## src/rtl/core_sequencer.sv

```systemverilog
// Fetch/sequencing unit: owns the PC and start/done handshake, stalls
// data-memory instructions and gates retirement for the accumulator core.
module core_sequencer #(
    parameter int PC_WIDTH    = 11,
    parameter int START_PC    = 0,
    parameter int MEM_LATENCY = 1,
    parameter int CNT_WIDTH   = 16
) (
    input  logic                 clk,
    input  logic                 reset_n,
    input  logic                 start,
    input  logic                 halt,
    input  logic                 mem_req,
    input  logic                 branch_en,
    input  logic                 branch_rel,
    input  logic [PC_WIDTH-1:0]  branch_target,
    output logic [PC_WIDTH-1:0]  pc,
    output logic                 exec_en,
    output logic                 stall,
    output logic                 done,
    output logic [CNT_WIDTH-1:0] cycle_count,
    output logic [CNT_WIDTH-1:0] retired_count
);

    localparam int WCW = (MEM_LATENCY > 1) ? $clog2(MEM_LATENCY) : 1;
    localparam logic [PC_WIDTH-1:0] START     = PC_WIDTH'(START_PC);
    localparam logic [WCW-1:0]      WAIT_INIT = (MEM_LATENCY > 0) ? WCW'(MEM_LATENCY - 1) : '0;
    localparam bit                  HAS_WAIT  = (MEM_LATENCY > 0);

    typedef enum logic [2:0] {
        S_IDLE,
        S_ARM,
        S_RUN,
        S_WAIT,
        S_DONE
    } state_t;

    state_t             state, state_next;
    logic [WCW-1:0]     wait_cnt;
    logic [PC_WIDTH-1:0] pc_next;
    logic               arm, run_cycle, enter_wait, go_done;

    // Relative branches wrap naturally: unsigned add of the same width is the
    // two's-complement sum modulo 2^PC_WIDTH.
    always_comb begin
        if (!branch_en)      pc_next = pc + PC_WIDTH'(1);
        else if (branch_rel) pc_next = pc + branch_target;
        else                 pc_next = branch_target;
    end

    always_comb begin
        state_next = state;
        exec_en    = 1'b0;
        stall      = (state == S_WAIT);
        arm        = 1'b0;
        run_cycle  = 1'b0;
        enter_wait = 1'b0;
        go_done    = 1'b0;
        if (start) begin
            state_next = S_ARM;
            arm        = 1'b1;
        end else begin
            case (state)
                S_ARM: begin
                    arm        = 1'b1;
                    state_next = S_RUN;
                end
                S_RUN: begin
                    run_cycle = 1'b1;
                    if (halt) begin
                        go_done    = 1'b1;
                        state_next = S_DONE;
                    end else if (mem_req && HAS_WAIT) begin
                        enter_wait = 1'b1;
                        state_next = S_WAIT;
                    end else begin
                        exec_en = 1'b1;
                    end
                end
                S_WAIT: begin
                    run_cycle = 1'b1;
                    if (wait_cnt == '0) begin
                        exec_en    = 1'b1;
                        state_next = S_RUN;
                    end
                end
                S_IDLE, S_DONE: state_next = state;
                default:        state_next = S_IDLE;
            endcase
        end
    end

    always_ff @(posedge clk or negedge reset_n) begin
        if (!reset_n) begin
            state         <= S_IDLE;
            pc            <= START;
            done          <= 1'b0;
            wait_cnt      <= '0;
            cycle_count   <= '0;
            retired_count <= '0;
        end else begin
            state <= state_next;
            if (arm) begin
                pc            <= START;
                done          <= 1'b0;
                cycle_count   <= '0;
                retired_count <= '0;
            end else begin
                if (exec_en) begin
                    pc <= pc_next;
                    if (retired_count != '1) retired_count <= retired_count + CNT_WIDTH'(1);
                end
                if (run_cycle && cycle_count != '1) cycle_count <= cycle_count + CNT_WIDTH'(1);
                if (go_done) done <= 1'b1;
                if (enter_wait)
                    wait_cnt <= WAIT_INIT;
                else if (state == S_WAIT && wait_cnt != '0)
                    wait_cnt <= wait_cnt - WCW'(1);
            end
        end
    end

endmodule
```

## config.mk

```make
export PLATFORM = sky130hd
export DESIGN_NAME = core_sequencer
export DESIGN_NICKNAME = d
export VERILOG_FILES = /design/src/rtl/core_sequencer.sv
export SDC_FILE = /design/constraint.sdc
export NUM_CORES = 1
export LEC_CHECK = 0
export ABC_AREA = 1
export BUFFER_PORTS_ARGS = -buffer_cell sky130_fd_sc_hd__buf_4
export CAP_MARGIN = 15
export CORE_ASPECT_RATIO = 1.4
export CORE_MARGIN = 5
export CORE_UTILIZATION = 30
export DETAILED_ROUTE_END_ITERATION = 10
export GPL_TIMING_DRIVEN = 0
export HOLD_SLACK_MARGIN = 0.15
export SYNTH_ARGS = -nofsm -noshare
export SYNTH_HDL_FRONTEND = slang
export SYNTH_SLANG_ARGS = --single-unit
export TNS_END_PERCENT = 100
```

## constraint.sdc

```tcl
create_clock -name clk -period 1.9 [get_ports clk]
set_clock_uncertainty 0.1 [all_clocks]
set_input_delay 0 -clock clk [delete_from_list [all_inputs] [get_ports clk]]
set_output_delay 0 -clock clk [all_outputs]
set_load 0.1 [all_outputs]
```

==> results of run 1 <==
-- critical path, cell delays in order (launching register included) --
cell	delay, ps
dfrtp_4	490
ha_4	170
fa_2	350
nand3_2	70
nand2_2	70
nand2_1	70
nand2_1	60
or2_4	230
nand3_2	60
nand2_1	60
nand3_1	60
nand2_1	50
-- worst max-delay path by stage --
stage	start	end	slack, ps	cells past startpoint
floorplan	pc[0]$_DFFE_PN0P_	pc[6]$_DFFE_PN0P_	-240	11
global placement	pc[0]$_DFFE_PN0P_	pc[6]$_DFFE_PN0P_	-190	11
detailed placement	pc[0]$_DFFE_PN0P_	pc[6]$_DFFE_PN0P_	-210	11
CTS	pc[0]$_DFFE_PN0P_	pc[6]$_DFFE_PN0P_	-30	11
global route	pc[0]$_DFFE_PN0P_	pc[6]$_DFFE_PN0P_	-100	11
finish	pc[0]$_DFFE_PN0P_	pc[6]$_DFFE_PN0P_	-30	11
-- per-layer routing --
layer  GRT usage, %  routed length, µm  part of all wire (%)  up-vias
met4           5.04                226                   2.1        0
met5              0                  0                     0        -
met1           18.0               4300                    40     1733
met3           2.07                477                   4.5       14
met2           27.3               5630                    53       89
li1               -                  -                     -     1866
-- power by group --
group	switching, mW	internal (mW)
Combinational	0.540	0.280
Clock	0.386	0.525
Sequential	0.0465	1.06
Total	0.972	1.87
-- cells by family (layout without fill, tap and decap cells) --
group / count (synthesis) / in the layout
and+or+nand+nor: 265 / 266
AOI/OAI and AO/OA: 83 / 83
buffers and inverters: 66 / 175
DFF: 48 / 48
xor gates and xnor gates: 27 / 27
adders and majority gates: 14 / 14
-- sequential cells by signal, summed over array words and instances (netlist names) --
signal	flops
pc	11
cycle_count	16
retired_count	16
done	1
state	3
wait_cnt	1
-- layout by cell type (no fill, tap or decap), types with 5 or more instances in the layout --
| cell type | instances |
|---|---|
| o21ai_1 | 16 |
| dfrtp_1 | 7 |
| o21ai_2 | 6 |
| buf_4 | 83 |
| dfrtp_4 | 15 |
| nand2_2 | 7 |
| clkbuf_16 | 5 |
| o21ai_0 | 17 |
| nand3_2 | 9 |
| inv_1 | 50 |
| xnor2_1 | 7 |
| dlygate4sd3_1 | 17 |
| nor2_1 | 44 |
| clkbuf_1 | 5 |
| nand4_1 | 8 |
| nor2_2 | 5 |
| o31ai_1 | 7 |
| nand2_1 | 127 |
| xor2_1 | 20 |
| nand3_1 | 36 |
| dfrtp_2 | 26 |
| ha_4 | 11 |
| nor3_1 | 13 |
| a21oi_1 | 24 |
-- per-stage QoR --
stage / utilization, % / setup TNS [ps] / hold slack [ps] / setup slack (ps)
after global routing: 43.4 / -428 / 210 / -102
after detailed placement: 37.7 / -588 / -23.0 / -206
after CTS: 41.8 / -29.3 / 163 / -29.3
final: 43.4 / -32.6 / 176 / -32.6
after global placement: 37.7 / -392 / -25.2 / -189
after floorplan: - / -1700 / -396 / -236
-- cell type report --
type,instances,share of cell area (%)
timing repair buffer,101,15.9
multi-input combinational,390,46.5
clock inverter,1,0.148
tap,147,3.62
buffer,10,1.26
sequential,48,25.4
inverter,56,4.39
clock buffer,7,2.81
-- repair_timing --
action,in CTS,in global routing
pin swaps,8,10
hold buffers,17,0
endpoints found under the setup margin,21,32
cloned,1,0
setup buffers,10,12
endpoints found under the hold margin,70,0
resized for setup,15,21
==> out/summary.txt, run 1 <==
CTS H-tree lvls - 2
Final Max Slew Viols - 0
Synth Flop Type - dfrtp_1
complex-gate fraction of the synthesized area - 13.5%
share of cells above drive strength 1 - 33.1%
status - complete, but fails checks
WL per Instance - 14.0 µm
dpl cell area - 4410 µm²
R2R setup slack - -30 ps
initial drt markers - 113
Total GRT Usage - 15.1%
RSZ-0062 raised after global routing - true
clk root buf - clkbuf_16
DRC - 0
failing checks - negative setup slack
Post-synth ARST share - 100%
Synth Area in Adders - 5.16%
synthesis-stage register bit count - 48
area of the multi-input gates - 2360 µm²
via count - 3,702
Critical R2R Launch - pc[0]$_DFFE_PN0P_
num rows - 47
Slew HR - 57.6%
post-synthesis average cell area - 7.04 µm²
core area - 11,700 µm²
f_max - 0.517 GHz
largest family of logic cells by synthesized area - simple AND/OR/NAND/NOR gates
Worst-Skew Late Latency - 290 ps
area fraction of the dominant cell type after synthesis - 33.9%
CTS sink count - 48
CTS tree - done
Startpoint Class - flip-flop
port bufs - 62
Reg2Reg Capture Point - pc[6]$_DFFE_PN0P_
Post-synth EDFFs - 0
Synth-to-Final Area Change - 43.4%
min-delay worst type - in2async
area leader, netlist - dfrtp_1
Fin. Hold Viols - 0
worst slew pin tran - 636 ps
Final Setup Violations - 1
top cells by count, synth - 134 x nand2_1, 51 x inv_1, 50 x nor2_1
n_diodes - 0
fin crit share - 102%
I/O pin cnt - 64
Post-DP HPWL - 7940 µm
mapped cell area - 3540 µm²
final WL - 10,600 µm
router iterations before antenna repair - 4
Die Y - 139 µm
R2R depth - 11
YS warnings - 0
storage element area - 1290 µm²
Netlist cell types - 39
antenna violations before repair - 0
Worst VDD drop - 362 µV
mux share of post-synthesis cell area - 0%
Total Nets Final - 644
RD Place Congestion - 0.865
most frequent cell after synthesis - nand2_1
total leakage power - 2.16 nW
final instance count without filler cells - 760
MaxCap Viol Count - 0
post-synthesis sequential area ratio - 33.9%
aggregate global routing overflow - 0
Die ar. - 14,100 µm²
crit path kind - reg2reg
Area contributors post-synth - dfrtp_1 34%, nand2_1 14%, nand3_1 6.4%, inv_1 5.4%, nor2_1 5.3%
Synth Area in XOR/XNOR - 6.68%
overall power - 2.84 mW
CP Capture Type - flip-flop
placed cells - 712
Initial Util - 30.2%
Final WS setup - -32.6 ps
Longest Clk Path Bufs - 2
fillers - 1,160
total CTS buffers - 5
Post-Syn Instances - 503
vias in the first global route - 3,703
antenna-violating nets left - 0
first-pass GRT wire length - 17,500 µm
required time of the critical path - 1980 ps
drt via density - 4.87
Simple-Gate Fraction of Synth Area - 32.9%
pwr/cell area - 559 nW/µm²
Arr. time, crit path - 2010 ps
minimum clock period after layout - 1930 ps
Die W - 102 µm
largest net degree at the start of global routing - 49
clk slew on worst S/H paths - 70 ps
Syn Nets - 535
cell area after layout - 5080 µm²
crit-path max FO - 3
No activity file was read; power rests on OpenSTA's default activity.
==> run 2: changes to the inputs <==
==> constraint.sdc (replaced) <==
create_clock -name clk -period 2.5 [get_ports clk]
set_clock_uncertainty 0.1 [all_clocks]
set_input_delay 0 -clock clk [delete_from_list [all_inputs] [get_ports clk]]
set_output_delay 0 -clock clk [all_outputs]
set_load 0.1 [all_outputs]
==> out/summary.txt, run 2 (synthesis results as in run 1) <==
status - completed (was complete, but fails checks)
Longest Clk Path Bufs - 2 (unchanged)
RSZ-0062 raised after global routing - false (was true)
first-pass GRT wire length - 17,000 µm (was 17,500 µm)
total leakage power - 2.11 nW (was 2.16 nW)
DRC - 0 (unchanged)
Synth-to-Final Area Change - 28.3% (was 43.4%)
post-CTS setup buffer count - 0 (was 10)
CTS tree - done (unchanged)
fin crit share - 91.5% (was 102%)
CTS resizes - 0 (was 15)
Die Y - 139 µm (unchanged)
Top Registers - cycle_count x16, retired_count x16, pc x11 (unchanged)
Die W - 102 µm (unchanged)
Total Nets Final - 621 (was 644)
Slew HR - 56.0% (was 57.6%)
crit-path cells - ha_1 -> fa_1 -> nand2_1 -> nand2_1 -> o21ai_0 -> dlygate4sd3_1 -> o21ai_0 (was ha_4 -> fa_2 -> nand3_2 -> nand2_2 -> nand2_1 -> nand2_1 -> or2_4 -> nand3_2 -> nand2_1 -> nand3_1 -> nand2_1)
most frequent cells in the layout - 134 x nand2_1, 63 x buf_4, 51 x inv_1 (was 127 x nand2_1, 83 x buf_4, 50 x inv_1)
antenna violations before repair - 0 (unchanged)
antenna-violating nets left - 0 (unchanged)
required time of the critical path - 2610 ps (was 1980 ps)
f_max - 0.437 GHz (was 0.517 GHz)
I/O pin cnt - 64 (unchanged)
largest net degree at the start of global routing - 49 (unchanged)
CTS H-tree lvls - 2 (unchanged)
CTS sink count - 48 (unchanged)
router iterations before antenna repair - 4 (unchanged)
Total GRT Usage - 14.8% (was 15.1%)
crit path kind - reg2reg (unchanged)
clk slew on worst S/H paths - 70 ps (about the same)
core area - 11,700 µm² (unchanged)
Critical R2R Launch - pc[0]$_DFFE_PN0P_ (unchanged)
Crit path buffers/inverters - 1 (was 0)
CP Capture Type - flip-flop (unchanged)
commonest non-fill, non-tap cell in the layout - nand2_1 (unchanged)
via count - 3,559 (was 3,702)
Fin. Hold Viols - 0 (unchanged)
drt via density - 4.83 (was 4.87)
vias in the first global route - 3,689 (was 3,703)
fillers - 1,212 (was 1,160)
crit path from - pc[0]$_DFFE_PN0P_ (unchanged)
overall power - 2.17 mW (was 2.84 mW)
final WL - 10,100 µm (was 10,600 µm)
share of cells above drive strength 1 - 17.5% (was 33.1%)
Die ar. - 14,100 µm² (unchanged)
RD Place Congestion - 0.883 (was 0.865)
Startpoint Class - flip-flop (unchanged)
Arr. time, crit path - 2390 ps (was 2010 ps)
total CTS buffers - 5 (unchanged)
Final Setup Violations - 0 (was 1)
minimum clock period after layout - 2290 ps (was 1930 ps)
min-delay worst type - in2reg (was in2async)
Worst-Skew Late Latency - 290 ps (about the same)
Post-DP HPWL - 7910 µm (was 7940 µm)
clk root buf - clkbuf_16 (unchanged)
Final Max Slew Viols - 0 (unchanged)
n_diodes - 0 (unchanged)
pwr/cell area - 477 nW/µm² (was 559 nW/µm²)
WL per Instance - 13.7 µm (was 14.0 µm)
CP max-delay cell - dlygate4sd3_1 (was dfrtp_4)
worst slew pin tran - 655 ps (was 636 ps)
MaxCap Viol Count - 0 (unchanged)
Initial Util - 30.2% (unchanged)
crit-path max FO - 7 (was 3)
setup TNS - 0 ps (was -32.6 ps)
Top delay family on crit path - adder cells (was simple AND/OR/NAND/NOR gates)
Max stage delay on crit path - 560 ps (was 490 ps)
Min-Delay Startpoint - branch_rel
initial drt markers - 174 (was 113)
port bufs - 62 (unchanged)
Worst VDD drop - 245 µV (was 362 µV)
num rows - 47 (unchanged)
aggregate global routing overflow - 0 (unchanged)
## run 2: changes by cell type in the layout (fill, tap and decap cells not counted), moves of 8 or more
cell	before	now
dfrtp_1	7	44
dfrtp_2	26	4
buf_4	83	63
dfrtp_4	15	0
ha_1	2	13
ha_4	11	0
nand3_1	36	45
o21ai_0	17	25
## run 2: power breakdown
group          switching (mW)  internal (mW)  leakage (nW)
clock                   0.307          0.502        0.0871
combinational           0.373          0.155          1.37
sequential             0.0340          0.797         0.656
total                   0.714           1.45          2.11
## run 2: path summary, 6_finish.rpt
| path | depth (start not counted) | endpoint | slack (ps) |
|---|---|---|---|
| max | 7 | pc[1]$_DFFE_PN0P_ | 210 |
| min | 5 | pc[10]$_DFFE_PN0P_ | 150 |
| max reg2reg | 7 | pc[1]$_DFFE_PN0P_ | 210 |
| min reg2reg | 2 | done$_DFFE_PN0P_ | 420 |
| max in group asynchronous | 2 | retired_count[1]$_DFFE_PN0P_ | 1660 |
| min in group asynchronous | 2 | pc[9]$_DFFE_PN0P_ | 160 |
## run 2: per-stage QoR
| stage | worst slack [ps] | util, % | hold slack (ps) | area, µm² | std cells |
|---|---|---|---|---|---|
| after detailed placement | 217 | 35.8 | -21.5 | 4190 | 712 |
| final | 213 | 38.8 | 148 | 4540 | 737 |
| after global routing | 70.8 | 38.8 | 242 | 4540 | 737 |
| after CTS | 214 | 38.8 | 159 | 4540 | 737 |
| after floorplan | 7.70 | - | -396 | 3540 | 503 |
| after global placement | 277 | 35.8 | -24.0 | 4190 | 712 |
## run 2: area by class of cell
| class | count | area (µm²) | share of cell area (%) |
|---|---|---|---|
| inverter | 56 | 215 | 4.74 |
| clock buffer | 6 | 139 | 3.06 |
| multi-input combinational | 389 | 2060 | 45.5 |
| tap | 147 | 184 | 4.05 |
| timing repair buffer | 79 | 636 | 14.0 |
| clock inverter | 2 | 38.8 | 0.854 |
| buffer | 10 | 58.8 | 1.29 |
| sequential | 48 | 1210 | 26.6 |
## run 2: worst reg2reg max path, stage by stage (launching register included)
cell,delay (ps)
dfrtp_2,460
ha_1,250
fa_1,490
nand2_1,50
nand2_1,90
o21ai_0,80
dlygate4sd3_1,560
o21ai_0,140
## run 2: routing by layer
metal  up-vias  wire length (µm)  global-route usage [%]
met5         -                 0                       0
met4         0               258                    5.95
met3        16               421                    2.47
met2        69              5320                    27.6
met1      1654              4100                    16.2
li1       1820                 -                       -
## run 2: timing repair
action | CTS | global route
hold buffers | 17 | 0
endpoints found under the hold margin | 69 | 0
setup endpoints to repair | 0 | 0
